### config.mk
export PLATFORM = sky130hd
export DESIGN_NAME = sad_window_engine_flat
export DESIGN_NICKNAME = d
export VERILOG_FILES = /design/src/rtl/sad_window_engine_pkg.sv /design/src/rtl/sad_window_engine_if.sv /design/src/rtl/sad_window_engine_absdiff4.sv /design/src/rtl/sad_window_engine.sv /design/src/flat_wrapper.sv
export SDC_FILE = /design/constraint.sdc
export NUM_CORES = 1
export LEC_CHECK = 0
export ABC_CLOCK_PERIOD_IN_PS = 6600
export BUFFER_PORTS_ARGS = -buffer_cell sky130_fd_sc_hd__buf_2
export CAP_MARGIN = 20
export CORE_MARGIN = 2
export CORE_UTILIZATION = 57
export DETAILED_ROUTE_END_ITERATION = 10
export GPL_TIMING_DRIVEN = 0
export PLACE_DENSITY_LB_ADDON = 0.08
export SYNTH_ARGS = -nofsm -noshare
export SYNTH_HDL_FRONTEND = slang
export SYNTH_HIERARCHICAL = 1
export SYNTH_SLANG_ARGS = --single-unit
### constraint.sdc
create_clock -name axi_clk -period 6.6 [get_ports axi_clk]
set_input_delay 0.33 -clock axi_clk [delete_from_list [all_inputs] [get_ports axi_clk]]
set_output_delay 0.33 -clock axi_clk [all_outputs]
set_load 0.01 [all_outputs]
### src/rtl/sad_window_engine_pkg.sv
// Shared types and constants for the SAD window engine.
package sad_window_engine_pkg;

  localparam int PIX_W      = 8;
  localparam int LANES      = 4;
  localparam int WORD_W     = 32;
  localparam int LANE_SUM_W = PIX_W + 2;

  typedef enum logic [2:0] {
    ST_IDLE,
    ST_ISSUE,
    ST_WAIT,
    ST_ACCUM,
    ST_DONE
  } sad_state_e;

  function automatic logic [PIX_W-1:0] absdiff8(input logic [PIX_W-1:0] a,
                                                input logic [PIX_W-1:0] b);
    return (a >= b) ? (a - b) : (b - a);
  endfunction

endpackage

### src/rtl/sad_window_engine_if.sv
// Command, result and BRAM-read signals of the SAD window engine.
// master = engine side, slave = host / read-interface side.
interface sad_window_engine_if #(parameter int SAD_W = 16) ();
  import sad_window_engine_pkg::*;

  logic              cmd_valid;
  logic              cmd_ready;
  logic [WORD_W-1:0] cmd_left_base;
  logic [WORD_W-1:0] cmd_right_base;

  logic [WORD_W-1:0] sad_left_bram_addr;
  logic [WORD_W-1:0] sad_right_bram_addr;
  logic              sad_start_read;
  logic [WORD_W-1:0] l_camera_read_data;
  logic [WORD_W-1:0] r_camera_read_data;
  logic              bram_complete;

  logic              res_valid;
  logic              res_ready;
  logic [SAD_W-1:0]  res_sad;
  logic              res_err;

  modport master (
    input  cmd_valid, cmd_left_base, cmd_right_base,
    output cmd_ready,
    output sad_left_bram_addr, sad_right_bram_addr, sad_start_read,
    input  l_camera_read_data, r_camera_read_data, bram_complete,
    output res_valid, res_sad, res_err,
    input  res_ready
  );

  modport slave (
    output cmd_valid, cmd_left_base, cmd_right_base,
    input  cmd_ready,
    input  sad_left_bram_addr, sad_right_bram_addr, sad_start_read,
    output l_camera_read_data, r_camera_read_data, bram_complete,
    input  res_valid, res_sad, res_err,
    output res_ready
  );

endinterface

### src/rtl/sad_window_engine_absdiff4.sv
// Four-lane sum of absolute byte differences of two packed words.
module sad_absdiff4
  import sad_window_engine_pkg::*;
(
  input  logic [WORD_W-1:0]     a,
  input  logic [WORD_W-1:0]     b,
  output logic [LANE_SUM_W-1:0] sum
);

  // Lane sums never exceed 4*255, so the 10-bit result cannot overflow.
  always_comb begin
    sum = '0;
    for (int k = 0; k < LANES; k++) begin
      sum = sum + LANE_SUM_W'(absdiff8(a[k*PIX_W +: PIX_W], b[k*PIX_W +: PIX_W]));
    end
  end

endmodule

### src/rtl/sad_window_engine.sv
// Issues one BRAM word read per window word and accumulates the SAD.
//
// state    | meaning
// ST_IDLE  | waiting for a command, cmd_ready high
// ST_ISSUE | addresses valid, one-cycle sad_start_read pulse
// ST_WAIT  | waiting for bram_complete, timeout counter running
// ST_ACCUM | add the word's lane sum, advance or finish
// ST_DONE  | result presented until res_ready
module sad_window_engine
  import sad_window_engine_pkg::*;
#(
  parameter int WORDS   = 16,
  parameter int STRIDE  = 4,
  parameter int SAD_W   = 16,
  parameter int TIMEOUT = 64
) (
  input  logic                axi_clk,
  input  logic                axi_rst,
  sad_window_engine_if.master bus,
  output logic                busy
);

  localparam int IDX_W = (WORDS > 1) ? $clog2(WORDS) : 1;
  localparam int TMO_W = $clog2(TIMEOUT + 1);
  localparam logic [IDX_W-1:0] IDX_LAST = IDX_W'(WORDS - 1);

  sad_state_e state, state_nxt;

  logic [IDX_W-1:0]      idx;
  logic [TMO_W-1:0]      tmo_cnt;
  logic [SAD_W-1:0]      acc;
  logic [WORD_W-1:0]     addr_l, addr_r;
  logic [WORD_W-1:0]     l_q, r_q;
  logic                  err_q;
  logic [LANE_SUM_W-1:0] lane_sum;

  sad_absdiff4 u_absdiff (
    .a   (l_q),
    .b   (r_q),
    .sum (lane_sum)
  );

  assign bus.sad_left_bram_addr  = addr_l;
  assign bus.sad_right_bram_addr = addr_r;
  assign bus.res_sad             = acc;
  assign bus.res_err             = err_q;

  // State register.
  always_ff @(posedge axi_clk or negedge axi_rst) begin
    if (!axi_rst) state <= ST_IDLE;
    else          state <= state_nxt;
  end

  // Next-state decode and state-derived outputs.
  always_comb begin
    state_nxt          = state;
    bus.cmd_ready      = 1'b0;
    bus.sad_start_read = 1'b0;
    bus.res_valid      = 1'b0;
    busy               = 1'b1;
    case (state)
      ST_IDLE: begin
        bus.cmd_ready = 1'b1;
        busy          = 1'b0;
        if (bus.cmd_valid) state_nxt = ST_ISSUE;
      end
      ST_ISSUE: begin
        bus.sad_start_read = 1'b1;
        state_nxt          = ST_WAIT;
      end
      ST_WAIT: begin
        if (bus.bram_complete)   state_nxt = ST_ACCUM;
        else if (tmo_cnt == '0)  state_nxt = ST_DONE;
      end
      ST_ACCUM: begin
        state_nxt = (idx == IDX_LAST) ? ST_DONE : ST_ISSUE;
      end
      ST_DONE: begin
        bus.res_valid = 1'b1;
        if (bus.res_ready) state_nxt = ST_IDLE;
      end
      default: state_nxt = ST_IDLE;
    endcase
  end

  // Datapath: addresses advance by STRIDE per word (wrapping mod 2^32),
  // the timeout is a down-counter reloaded on every issue.
  always_ff @(posedge axi_clk or negedge axi_rst) begin
    if (!axi_rst) begin
      idx     <= '0;
      tmo_cnt <= '0;
      acc     <= '0;
      addr_l  <= '0;
      addr_r  <= '0;
      l_q     <= '0;
      r_q     <= '0;
      err_q   <= 1'b0;
    end else begin
      case (state)
        ST_IDLE: begin
          if (bus.cmd_valid) begin
            addr_l <= bus.cmd_left_base;
            addr_r <= bus.cmd_right_base;
            idx    <= '0;
            acc    <= '0;
            err_q  <= 1'b0;
          end
        end
        ST_ISSUE: begin
          tmo_cnt <= TMO_W'(TIMEOUT - 1);
        end
        ST_WAIT: begin
          if (bus.bram_complete) begin
            l_q <= bus.l_camera_read_data;
            r_q <= bus.r_camera_read_data;
          end else if (tmo_cnt == '0) begin
            err_q <= 1'b1;
          end else begin
            tmo_cnt <= tmo_cnt - TMO_W'(1);
          end
        end
        ST_ACCUM: begin
          acc <= acc + SAD_W'(lane_sum);
          if (idx != IDX_LAST) begin
            idx    <= idx + IDX_W'(1);
            addr_l <= addr_l + WORD_W'(STRIDE);
            addr_r <= addr_r + WORD_W'(STRIDE);
          end
        end
        default: ;
      endcase
    end
  end

endmodule

### src/flat_wrapper.sv
// flat-port wrapper written by rule: the top's interface ports become plain ports
module sad_window_engine_flat import sad_window_engine_pkg::*;
#(
  parameter int WORDS   = 16,
  parameter int STRIDE  = 4,
  parameter int SAD_W   = 16,
  parameter int TIMEOUT = 64
)
  (axi_clk, axi_rst, busy, bus_cmd_valid, bus_cmd_left_base, bus_cmd_right_base, bus_cmd_ready, bus_sad_left_bram_addr, bus_sad_right_bram_addr, bus_sad_start_read, bus_l_camera_read_data, bus_r_camera_read_data, bus_bram_complete, bus_res_valid, bus_res_sad, bus_res_err, bus_res_ready);
  sad_window_engine_if #(.SAD_W(SAD_W)) bus_i ();
  input  logic axi_clk;
  input  logic axi_rst;
  output logic busy;
  input wire logic [$bits(bus_i.cmd_valid)-1:0] bus_cmd_valid;
  input wire logic [$bits(bus_i.cmd_left_base)-1:0] bus_cmd_left_base;
  input wire logic [$bits(bus_i.cmd_right_base)-1:0] bus_cmd_right_base;
  output wire logic [$bits(bus_i.cmd_ready)-1:0] bus_cmd_ready;
  output wire logic [$bits(bus_i.sad_left_bram_addr)-1:0] bus_sad_left_bram_addr;
  output wire logic [$bits(bus_i.sad_right_bram_addr)-1:0] bus_sad_right_bram_addr;
  output wire logic [$bits(bus_i.sad_start_read)-1:0] bus_sad_start_read;
  input wire logic [$bits(bus_i.l_camera_read_data)-1:0] bus_l_camera_read_data;
  input wire logic [$bits(bus_i.r_camera_read_data)-1:0] bus_r_camera_read_data;
  input wire logic [$bits(bus_i.bram_complete)-1:0] bus_bram_complete;
  output wire logic [$bits(bus_i.res_valid)-1:0] bus_res_valid;
  output wire logic [$bits(bus_i.res_sad)-1:0] bus_res_sad;
  output wire logic [$bits(bus_i.res_err)-1:0] bus_res_err;
  input wire logic [$bits(bus_i.res_ready)-1:0] bus_res_ready;
  assign bus_i.cmd_valid = bus_cmd_valid;
  assign bus_i.cmd_left_base = bus_cmd_left_base;
  assign bus_i.cmd_right_base = bus_cmd_right_base;
  assign bus_cmd_ready = bus_i.cmd_ready;
  assign bus_sad_left_bram_addr = bus_i.sad_left_bram_addr;
  assign bus_sad_right_bram_addr = bus_i.sad_right_bram_addr;
  assign bus_sad_start_read = bus_i.sad_start_read;
  assign bus_i.l_camera_read_data = bus_l_camera_read_data;
  assign bus_i.r_camera_read_data = bus_r_camera_read_data;
  assign bus_i.bram_complete = bus_bram_complete;
  assign bus_res_valid = bus_i.res_valid;
  assign bus_res_sad = bus_i.res_sad;
  assign bus_res_err = bus_i.res_err;
  assign bus_i.res_ready = bus_res_ready;
  sad_window_engine #(.WORDS(WORDS), .STRIDE(STRIDE), .SAD_W(SAD_W), .TIMEOUT(TIMEOUT)) u_core (.axi_clk(axi_clk), .axi_rst(axi_rst), .bus(bus_i), .busy(busy));
endmodule
; Yosys cells after proc, flatten, opt, wreduce, memory -nomap -nowiden
; Index checks and enable logic that the tools add are counted.
[totals]
out_inout_bits = 85
in_bits = 133
wordCells = 85
ff_bits = 159
[op_classes]
order_cmp = 4
n_mux = 32
reduce_logical = 11
n_addsub = 16
eq_ne = 13
[ops]
columns = cell, count
row1 = $mux W32, 4
row2 = $pmux W32 S2, 2
row3 = $add A32 B3 Y32 const B, 2
row4 = $sub A8 B8 Y8, 8
row5 = $ge A8 B8 Y1, 4
row6 = $mux W8, 4
row7 = $pmux W16 S2, 1
row8 = $add A16 B10 Y16, 1
row9 = $mux W16, 1
row10 = $mux W3, 5
row11 = $pmux W3 S5, 1
row12 = $mux W7, 2
row13 = $pmux W7 S2, 1
row14 = $add A10 B8 Y10, 1
row15 = $add A9 B8 Y10, 1
row16 = $add A8 B8 Y9, 1
row17 = $reduce_and A3 Y1, 3
row18 = $mux W4, 2
row19 = $ne A2 B2 Y1 const B, 4
row20 = $pmux W4 S2, 1
row21 = $logic_not A7 Y1, 1
row22 = $mux W1, 7
row23 = $sub A7 B1 Y7 const B, 1
row24 = $eq A3 B2 Y1 const B, 2
row25 = 12 further kinds, 16

; Depth between registers and ports, before layout
[depth]
word_depth = 7
ltp_mapped = 27
depth_no_buf = 27

; Modules after synthesis
; Netlist, hierarchy kept.
[by_module_without_submodules]
columns = mod, seq_area_each_um2, cells_each, instances, area_each_um2
row1 = sad_window_engine, 3978.8, 807, 1, 8205.4
row2 = sad_absdiff4, 0.0, 403, 1, 3228.1

; Worst setup path before layout
; OpenSTA, ideal clock, no wires.
[synth_timing]
path_type = register to register
start = register u_core.l_q[8]
end = register u_core.acc[9], in the netlist u_core/bus.res_sad[9]
arrival_time_ps = 5693
synth_period_minus_slack_ps = 5788
slack_ps = 812
path_stages_with_launch = 27
required_ps = 6505
setup_ps = 95
path_buffers = 0
cell_sequence = dfrtp_1 -> inv_1 -> ha_1 -> inv_1 -> fa_1 -> a21o_1 -> a21oi_2 -> a21oi_2 -> a211oi_4 -> mux2i_1 -> xnor2_1 -> fa_1 -> inv_1 -> fa_1 -> inv_1 -> ha_1 -> a21o_1 -> a21oi_1 -> o21ai_0 -> nor2_1 -> xnor2_1 -> ha_1 -> a21o_1 -> or2_2 -> o211a_1 -> o21a_1 -> o31ai_1
[synth_via]
elab_chain_cells = 7
word_cells_on_any_way = 9
classes_between = add/sub (6) / order compare (1) / mux (2)
[synth_lines]
columns = element, line_no
row1 = "start, declared", sad_window_engine.sv:33  ; logic [WORD_W-1:0] l_q, r_q;
row2 = "start signal, assigned", sad_window_engine.sv:114  ; l_q <= bus.l_camera_read_data;
row3 = $sub A8 B8 Y8 or $ge A8 B8 Y1 (tied branches), sad_window_engine_pkg.sv:19  ; return (a >= b) ? (a - b) : (b - a);
row4 = $mux W8 (*), sad_window_engine_pkg.sv:19
row5 = $add A8 B8 Y9 (*), sad_window_engine_absdiff4.sv:14  ; sum = sum + LANE_SUM_W'(absdiff8(a[k*PIX_W +: PIX_W], b[k*PIX_W +: PIX_W]));
row6 = $add A9 B8 Y10 (*), sad_window_engine_absdiff4.sv:14
row7 = $add A10 B8 Y10 (*), sad_window_engine_absdiff4.sv:14
row8 = net u_core.lane_sum[6], sad_window_engine.sv:35  ; logic [LANE_SUM_W-1:0] lane_sum;
row9 = $add A16 B10 Y16 (*), sad_window_engine.sv:123  ; acc <= acc + SAD_W'(lane_sum);
row10 = $pmux W16 S2 (*), sad_window_engine.sv:99  ; case (state)
row11 = "end signal, assigned", sad_window_engine.sv:123
row12 = "end, declared", sad_window_engine.sv:31  ; logic [SAD_W-1:0] acc;
; The timed path passes the listed nets; every way through them passes the cells marked *.
; A chain may end at the register's enable or synchronous reset.

; Worst setup path after layout
; Same ends and word-level chain as after synthesis.

==> summary.txt <==
Reg clk slew, reported paths: 0.06 ns
area delta synth->final: 19.0%
Rows: 51
die area: 0.0212 sq mm
Startpoint Class: flip-flop
core box area: 0.0196 sq mm
io pins: 218
Setup TNS Final: 0 ns
final setup violation count: 0
Setup crit end kind: flip-flop
Worst Skew: 0.00907 ns
via count of the routed design: 10321
Ys Warns: 6
DRC: 0
library cells used by synthesis: 86
first-pass GRT wire length: 51.6 mm
Crit path top cell by count: inv_1
Yosys reg bits: 159
CTS Sinks: 159
kind of critical path: reg -> reg
GRT overflow: 0
H-tree levels: 4
post-synthesis cell count: 1210
Slowest cell on crit path: fa_1
status: complete, no violations
Root Driver: clkbuf_16
Max Transition Viols Final: 0
number of synthesized flops with an enable pin: 0
Die Ht: 146 um
vias in the first global route: 9992
Synth Cell Area: 0.0114 sq mm
RSZ-0062 raised after global routing: no
WP buf/inv: 4
shortest period the worst path allows: 6.26 ns
# port buffers: 217
most frequent cells in the layout: 244 x buf_2, 159 x dfrtp_1, 111 x inv_1, 100 x nand2_1, 94 x a21oi_1
Final Util: 69.5%
Max Fclk: 0.160 GHz
CP peak stage delay: 0.62 ns
initial antenna violation count: 3
crit-path max FO: 5
starting density of the core: 58.4%
drt pass-1 iters: 6
Detailed Place HPWL: 24.1 mm
nets: 1697
CP delay by family, top: adder cells
Via density: 5.95
period utilization: 94.9%
top_reg_cell synth: dfrtp_1
CTS max path bufs: 2
syn_area_per_cell: 9.45 sq um
Seq/Total Area, Yosys: 34.8%
commonest non-fill, non-tap cell in the layout: buf_2
pre-CTS setup slack: 0.194 ns
Critical Path RT: 6.94 ns
Async SR Flop Fraction: 100%
Clk Latency, worst-skew pair: 0.44 ns
Total Wirelength: 32.4 mm
DR WL/cell: 18.6 um
# Max-Cap Violations: 0
share of post-route cells with drive strength above 1: 26.8%
die width: 146 um
syn nets: 1451
largest net degree at the start of global routing: 94
Hold Vio Cnt, Final: 0
Post-DRT Antenna Nets: 0
Hold WC Path Type: in -> reg
total track usage: 30.6%
total CTS buffers: 17
Worst-Margin Slew: 0.739 ns
Placer Congestion: 0.961
slew margin rel.: 50.7%
worst setup margin: 0.339 ns
crit path DAT: 6.60 ns
CTS tree: done
Starting DRT DRC Count: 762
[cells by family after synthesis]
kind of cell,Yosys count,synth area share (%)
AND/OR/NAND/NOR,318,14.4
AO/OA/AOI/OAI,310,17.8
buffers and inverters,167,6.26
flip-flops,159,34.8
multiplexers,109,10.3
adder cells (fa/ha/maj),108,13.5
XOR/XNOR,39,2.99
[final cells by class]
cell class,count,area (sq um)
Sequential cell,159,3980
Fill cell,1604,5980
Antenna cell,2,5.00
Inverter,111,417
Clock inverter,11,178
Tap cell,265,332
Clock buffer,21,460
Timing Repair Buffer,227,1190
Buffer,56,299
Multi-Input combinational cell,884,6740
[sequential cells by signal, summed over array words and instances (netlist names)]
signal / flops
u_core/state: 3
u_core/l_q: 32
u_core/bus.sad_right_bram_addr: 32
u_core/bus.res_sad: 16
u_core/r_q: 32
u_core/bus.res_err: 1
u_core/bus.sad_left_bram_addr: 32
u_core/idx: 4
u_core/tmo_cnt: 7
[per-layer routing]
| metal | share of wire, % | GRT usage (%) | vias up |
|---|---|---|---|
| met4 | 4.2 | 16.1 | 0 |
| met5 | 0 | 0 | - |
| li1 | - | - | 4829 |
| met1 | 40 | 37.7 | 4909 |
| met2 | 49 | 51.5 | 494 |
| met3 | 7.7 | 5.52 | 89 |
[worst paths after layout]
path	startpoint	to	slack [ns]	cells past startpoint
min in group asynchronous	axi_rst	u_core/bus.sad_right_bram_addr[0]	0.45	2
max	u_core/l_q[8]	u_core/bus.res_sad[9]	0.34	26
min	bus_cmd_right_base[0]	u_core/bus.sad_right_bram_addr[0]	0.08	3
max in group asynchronous	axi_rst	u_core/l_q[28]	5.31	3
min reg2reg	u_core/bus.sad_left_bram_addr[0]	u_core/bus.sad_left_bram_addr[0]	0.47	2
max reg2reg	u_core/l_q[8]	u_core/bus.res_sad[9]	0.34	26
[synth_stat cells, drive strengths merged (4+ instances only)]
cell type	instances	area, sq um
a22o	4	35.0
nor3	22	115
or3	4	25.0
ha	83	1040
a21oi	101	536
dfrtp	159	3980
a211oi	13	123
buf	39	234
o211ai	5	37.5
a32oi	8	70.1
nor2b	5	31.3
and2	8	52.6
a41oi	4	35.0
nor4	6	58.8
a21o	25	188
nand2	100	375
nand4	20	131
a221oi	7	67.6
a31oi	17	106
o21bai	9	67.6
o22ai	8	50.1
a22oi	4	30.0
mux2	69	777
nand3	42	215
o21ai	63	315
and4	8	70.1
inv	111	417
fa	25	500
o22a	9	78.8
o21a	4	30.0
and3	22	139
xor2	17	149
nor2	62	243
clkbuf	17	65.1
nand2b	5	31.3
xnor2	22	193
mux2i	40	400
[repair_timing]
item	4_1_cts	5_1_grt
buffers inserted	0	8
hold buffers	1	0
endpoints found under the setup margin	0	8
resized for setup	0	1
hold endpoints to repair	66	0
[metrics by stage]
step	cells	hold slack, ns	instance area (sq um)
finish	1736	0.0804	13600
global route	1736	0.0775	13600
CTS	1726	0.0694	13500
detailed placement	1693	0.322	12900
global placement	1692	0.455	12900
floorplan	1210	0.0344	11400
[worst min-delay path, delay by kind of cell]
kind / cells / cell delay [ns]
simple gates: 2 / 0.08
buf+inv: 1 / 0.07
Power is left out: the tool's default activity adds up to more than one toggle a clock period on the data nets, which glitch-free logic cannot reach.
